## config.mk

```make
export PLATFORM = sky130hd
export DESIGN_NAME = stack_dump
export DESIGN_NICKNAME = d
export VERILOG_FILES = /design/src/rtl/stack_dump.sv
export SDC_FILE = /design/constraint.sdc
export NUM_CORES = 1
export LEC_CHECK = 0
export CELL_PAD_IN_SITES_DETAIL_PLACEMENT = 0
export CELL_PAD_IN_SITES_GLOBAL_PLACEMENT = 1
export CORE_MARGIN = 2
export CORE_UTILIZATION = 41
export CTS_CLUSTER_SIZE = 40
export DETAILED_ROUTE_END_ITERATION = 10
export GPL_TIMING_DRIVEN = 0
export PLACE_DENSITY_LB_ADDON = 0.1
export SLEW_MARGIN = 10
export SYNTH_ARGS = -nofsm -noshare
export SYNTH_HDL_FRONTEND = slang
export SYNTH_SLANG_ARGS = --single-unit
```

## constraint.sdc

```tcl
create_clock -name clk -period 3.9 [get_ports clk]
set_input_delay 0.975 -clock clk [delete_from_list [all_inputs] [get_ports clk]]
set_output_delay 0.975 -clock clk [all_outputs]
set_load 0.01 [all_outputs]
```

## src/rtl/stack_dump.sv

```systemverilog
// Dumps words 0..depth-1 of the eval stack memory as a byte stream, MSB first.
// Define STACK_DUMP_HDR_EN to prefix the stream with the header bytes 0xA5, depth[7:0].
//   state  | meaning
//   IDLE   | waiting for start
//   HDR    | sending header bytes (STACK_DUMP_HDR_EN only)
//   READ   | issuing memory read for word idx
//   WAIT   | capturing read data
//   SEND   | streaming the four bytes of the current word
//   DONE   | one-cycle completion pulse
module stack_dump #(
  parameter int ADDR_W = 8
) (
  input  logic              clk,
  input  logic              rst_n,
  input  logic              start,
  input  logic [ADDR_W-1:0] depth,
  output logic              rd_en,
  output logic [ADDR_W-1:0] rd_addr,
  input  logic [31:0]       rd_data,
  output logic [7:0]        tx_data,
  output logic              tx_valid,
  input  logic              tx_ready,
  output logic              busy,
  output logic              done
);

`ifdef STACK_DUMP_HDR_EN
  typedef enum logic [2:0] {
    S_IDLE = 3'd0, S_HDR = 3'd1, S_READ = 3'd2, S_WAIT = 3'd3, S_SEND = 3'd4, S_DONE = 3'd5
  } state_t;
`else
  typedef enum logic [2:0] {
    S_IDLE = 3'd0, S_READ = 3'd2, S_WAIT = 3'd3, S_SEND = 3'd4, S_DONE = 3'd5
  } state_t;
`endif

  state_t            state, state_nxt;
  logic [ADDR_W-1:0] count;
  logic [ADDR_W-1:0] idx;
  logic [ADDR_W-1:0] idx_inc;
  logic [31:0]       shreg;
  logic [1:0]        bcnt;

  assign idx_inc = idx + ADDR_W'(1);

  always_ff @(posedge clk or negedge rst_n) begin
    if (!rst_n) state <= S_IDLE;
    else        state <= state_nxt;
  end

  always_comb begin
    state_nxt = state;
    rd_en     = 1'b0;
    rd_addr   = '0;
    tx_valid  = 1'b0;
    tx_data   = 8'h00;
    busy      = (state != S_IDLE);
    done      = 1'b0;
    case (state)
      S_IDLE: begin
        if (start) begin
`ifdef STACK_DUMP_HDR_EN
          state_nxt = S_HDR;
`else
          state_nxt = (depth != '0) ? S_READ : S_DONE;
`endif
        end
      end
`ifdef STACK_DUMP_HDR_EN
      S_HDR: begin
        tx_valid = 1'b1;
        tx_data  = bcnt[0] ? 8'(count) : 8'hA5;
        if (tx_ready && bcnt[0])
          state_nxt = (count != '0) ? S_READ : S_DONE;
      end
`endif
      S_READ: begin
        rd_en     = 1'b1;
        rd_addr   = idx;
        state_nxt = S_WAIT;
      end
      S_WAIT: state_nxt = S_SEND;
      S_SEND: begin
        tx_valid = 1'b1;
        tx_data  = shreg[31:24];
        if (tx_ready && bcnt == 2'd3)
          state_nxt = (idx_inc == count) ? S_DONE : S_READ;
      end
      S_DONE: begin
        done      = 1'b1;
        state_nxt = S_IDLE;
      end
      default: state_nxt = S_IDLE;
    endcase
  end

  always_ff @(posedge clk or negedge rst_n) begin
    if (!rst_n) begin
      count <= '0;
      idx   <= '0;
      shreg <= '0;
      bcnt  <= '0;
    end else begin
      case (state)
        S_IDLE: begin
          if (start) begin
            count <= depth;
            idx   <= '0;
            bcnt  <= '0;
          end
        end
`ifdef STACK_DUMP_HDR_EN
        S_HDR: if (tx_ready) bcnt <= bcnt + 2'd1;
`endif
        S_WAIT: begin
          shreg <= rd_data;
          bcnt  <= '0;
        end
        S_SEND: begin
          if (tx_ready) begin
            shreg <= {shreg[23:0], 8'h00};
            bcnt  <= bcnt + 2'd1;
            if (bcnt == 2'd3) idx <= idx_inc;
          end
        end
        default: ;
      endcase
    end
  end

endmodule
```

-- Word-level counts from Yosys, hierarchy flattened
Cells that the tools add are included.
- bits in registers: 53
- bits in latches: 0
- memory bits (writable): 0
- bits in read-only memories: 0
- input bits: 44
- output and inout bits: 20
- logic and storage cells: 48
- memories: 0
- $add $sub $neg: 2
- $mul: 0
- divide/modulo/power cells: 0
- magnitude comparators: 0
- eq/ne operators: 10
- shift operators: 0
- mux-type cells: 19
- bitwise operators: 0
- reductions and logical operators: 12
- operators with widths (cell ; number):
    $pmux W32 S2 ; 1
    $mux W8 ; 5
    $mux W32 ; 1
    $pmux W8 S2 ; 1
    $mux W3 ; 4
    $pmux W3 S4 ; 1
    $add A8 B1 Y8 const B ; 1
    $eq A8 B8 Y1 ; 1
    $ne A2 B2 Y1 const B ; 4
    $reduce_bool A8 Y1 ; 1
    $eq A3 B2 Y1 const B ; 2
    $eq A3 B3 Y1 const B ; 2
    $pmux W2 S3 ; 1
    $reduce_and A2 Y1 ; 3
    $reduce_bool A3 Y1 ; 2
    $mux W2 ; 2
    $reduce_and A4 Y1 ; 1
    $reduce_bool A2 Y1 ; 2
    $logic_not A3 Y1 ; 1
    $mux W1 ; 3
    $reduce_and A3 Y1 ; 1
    $add A2 B1 Y2 const B ; 1
    $eq A2 B2 Y1 const B ; 1
    $logic_and A1 B1 Y1 ; 1

-- Longest topological paths before layout
- depth after elaboration: 5
- mapped depth: 9
- depth with buffers taken out: 6

-- Least setup slack after synthesis
Ideal clock, no wire load.
- kind: flip-flop to output port
- start: register state[0]
- end: output port rd_addr[2]
- arrival time: 1164 ps
- data required time: 2925 ps
- slack: 1761 ps
- stages on the path, launching flop included: 4
- buffers on the path: 1
- cells stage by stage: dfrtp_1 -> clkbuf_8 -> nor3b_2 -> and2_2
- longest elaborated chain between the ends: 2
- RTL lines (what ; line ; source):
    start: declaration ; 37 ; state_t state, state_nxt;
    start signal: assignment ; 48 ; else state <= state_nxt;
    $eq A3 B2 Y1 ; 59 ; case (state)
    $mux W8 ; 59 ;
    end: declaration ; 18 ; output logic [ADDR_W-1:0] rd_addr,
No other way between the ends.

-- Final worst setup path
- start: register state[1]
- end: output port tx_valid
- longest elaborated chain between the ends: 2
- RTL lines (what ; line ; source):
    $eq A3 B3 Y1 ; 59 ;
    $mux W1 ; 59 ;
    end: declaration ; 21 ; output logic tx_valid,
No other way between the ends.

==> results.py <==
metrics = {
    "worst_hold_path": {
        "min_path_type": "reg -> reg",
    },
    "cts": {
        "clock_path_buffers": 2,
        "worstSkewPairLatency_ps": 310,
        "cts_sinks": 53,
        "cts_root_buf": "clkbuf_8",
        "cts_hold_buf": 0,
        "post_cts_resized": 0,
        "cts.clk_slew.worst_paths_ps": 100,
        "h-tree-depth": 2,
        "cts_post_setup_buffers_inserted": 0,
        "cts_buffers": 5,
        "cts_tree": "yes",
    },
    "sta": {
        "setup_viol": 0,
        "fin_crit_sh": 0.7996,
        "min_period_ps": 3118,
        "clock_skew_ps": 8.595,
        "max_freq_ghz": 0.3207,
        "tightest_slew_ps": 748.2,
        "tns_ps": 0,
        "finalHoldViolations": 0,
        "drv_slew": 0,
        "rsz0062_at_grt": "no",
        "slew_headroom": 0.4966,
    },
    "worst_setup_path": {
        "cp.arrival_ps": 2140,
        "cpPeakStageDelay_ps": 590,
        "critPathLaunchType": "register",
        "cp.required_ps": 2920,
        "crit_type": "reg -> out",
        "critPathCaptureType": "primary output",
        "critPathSlowestCell": "clkdlybuf4s50_1",
        "worstPathCellList": "buf_4, nor2_8, nand2_2, inv_2, buf_2, clkdlybuf4s50_1",
        "worstPathMaxFanout": 10,
        "r2r_slack_ps": 1910,
    },
    "yosys": {
        "yosys_warnings": 0,
        "synth-main-ff-cell": "dfrtp_1",
        "syn_area_um2": 2791,
        "yosysTopAreaCellShare": 0.4751,
        "syn_nets": 321,
        "synth_edf_count": 0,
        "yosys.area.top_type": "dfrtp_1",
        "ys_types": 49,
        "synth.area.top_cells": "dfrtp_1 48%, mux2i_1 8.6%, o21ai_0 6.3%, nand2_1 5.2%, mux2_2 2.8%",
        "synth.avg_cell_area_um2": 10.15,
        "synth_seq_area_share": 0.4751,
        "ys_seq_elements": 53,
        "async_reset_ff_frac": 1.000,
        "postSynthCellCount": 275,
    },
    "layout": {
        "area_growth_pct": 30.12,
        "final-seq-area_um2": 1326,
        "multi_input_area_um2": 1324,
        "drive_gt1_frac": 0.1297,
        "layout.nets": 392,
        "fin_util": 0.5436,
        "num-fill-cells": 629,
        "antenna_cells": 0,
        "fin_area_um2": 3632,
    },
    "grt": {
        "gr-total-overflow": 0,
        "first_global_vias": 2184,
        "track_usage": 0.1825,
        "grt_pass1_wl_um": 10700,
        "grt_max_degree": 36,
        "antenna_found_initial": 0,
    },
    "floorplanning": {
        "io_pins": 64,
        "die_y_um": 86.51,
        "core_um2": 6681,
        "num_rows": 30,
        "start_util": 0.4178,
        "die_x_um": 86.51,
        "dieArea_um2": 7484,
    },
    "placed_design": {
        "postPlaceCellArea_um2": 3537,
        "dpl.hpwl_um": 4762,
        "portBuffers": 63,
        "gp_congestion": 0.7752,
    },
    "route": {
        "via_per_inst": 5.274,
        "vias": 2252,
        "wl_per_cell_um": 14.82,
        "routed_wl_um": 6329,
        "drt_iter0_markers": 130,
        "antenna_left": 0,
        "drtPass1Iterations": 4,
        "drc_errors": 0,
    },
    "pwr": {
        "power.density_nw_per_um2": 590.4,
        "finalPower_w": 0.002144,
        "p_leak_nw": 1.535,
        "ir_drop_mv": 0.2549,
    },
    "flow_run": {
        "drv_cap": 0,
    },
    "run_status": {
        "status": "complete, no violations",
    },
}
-- placed cells by master, fill, tap and decap left out, types with 3 or more instances in the layout --
master,synthesis,layout
clkdlybuf4s50_1,0,62
dfrtp_1,53,53
nand2_1,39,39
o21ai_0,35,35
mux2i_1,24,24
and3_1,9,9
and2_1,8,8
nor2_1,8,8
a22o_1,8,8
clkbuf_8,2,7
buf_2,6,7
mux2_2,7,7
nand3_1,7,7
xnor2_1,6,6
nor3_1,5,5
buf_4,4,4
xor2_1,4,4
inv_1,3,3
o31ai_1,3,3
a31oi_1,3,3
a21oi_1,3,3
o21ai_1,3,3
-- final timing paths --
check                       endpoint       from  cells past startpoint
max                         tx_valid   state[1]                      6
min                        shreg[28]  shreg[28]                      2
max reg2reg                 state[1]     idx[0]                      6
min reg2reg                shreg[28]  shreg[28]                      2
max in group asynchronous  shreg[26]      rst_n                      2
min in group asynchronous  shreg[13]      rst_n                      1
-- critical path, delay by kind of cell, from the launching register on --
kind / cells / cell delay [ps]
buf+inv: 4 / 1150
simple gates: 2 / 310
flops: 1 / 370
-- logic make-up after synthesis --
group | Yosys count | synth area share
buffers and inverters | 22 | 0.05065
muxes | 31 | 0.1143
DFF | 53 | 0.4751
AOI/OAI and AO/OA | 64 | 0.1403
xor gates and xnor gates | 10 | 0.03137
adders and majority gates | 2 | 0.008963
and+or+nand+nor | 93 | 0.1793
-- where the power goes --
part           internal, W  switching, W
sequential        0.000765      0.000121
clock             0.000131      0.000198
combinational     0.000447      0.000483
-- metal layers --
layer / routed length (µm) / share of wire / GRT usage
met2: 2617 / 0.41 / 0.2622
met3: 414 / 0.065 / 0.03619
met4: 31 / 0.0049 / 0.04261
met1: 3266 / 0.52 / 0.2833
met5: 0 / 0 / 0
-- metrics by stage --
stage / hold slack (ps) / setup WS (ps) / std cells
global route: 516.6 / 640.9 / 427
floorplan: 442.3 / 1761 / 275
global placement: 454.4 / 164.0 / 418
finish: 481.7 / 781.7 / 427
detailed placement: 465.2 / 1110 / 419
CTS: 489.8 / 753.2 / 427
-- layout make-up --
class / count / share of cell area
Clock inverter: 3 / 0.007234
Clock buffer: 5 / 0.01895
Multi-Input combinational cell: 200 / 0.3645
Sequential cell: 53 / 0.3651
Buffer: 18 / 0.03479
Tap cell: 80 / 0.02756
Inverter: 4 / 0.004134
Timing Repair Buffer: 64 / 0.1777
-- sequential cells by signal, summed over array words and instances, names as in the netlist --
name   cells
shreg     32
bcnt       2
idx        8
state      3
count      8
-- Yosys cell counts, types with 2 or more instances --
cell      number
and3_1         9
a31oi_1        3
o22ai_1        2
and2_1         8
nand3_1        7
buf_2          6
nor4_1         2
clkbuf_8       2
dfrtp_1       53
ha_1           2
inv_1          3
nor3_1         5
clkbuf_1       2
nor3b_1        2
a22o_1         8
clkbuf_4       2
a21oi_1        3
and3_2         2
o21ai_1        3
xor2_1         4
o21ai_0       35
mux2_2         7
nor2_1         8
buf_4          4
xnor2_1        6
o31ai_1        3
nand2_1       39
mux2i_1       24
Note: power is estimated with default switching activity, not from simulation.
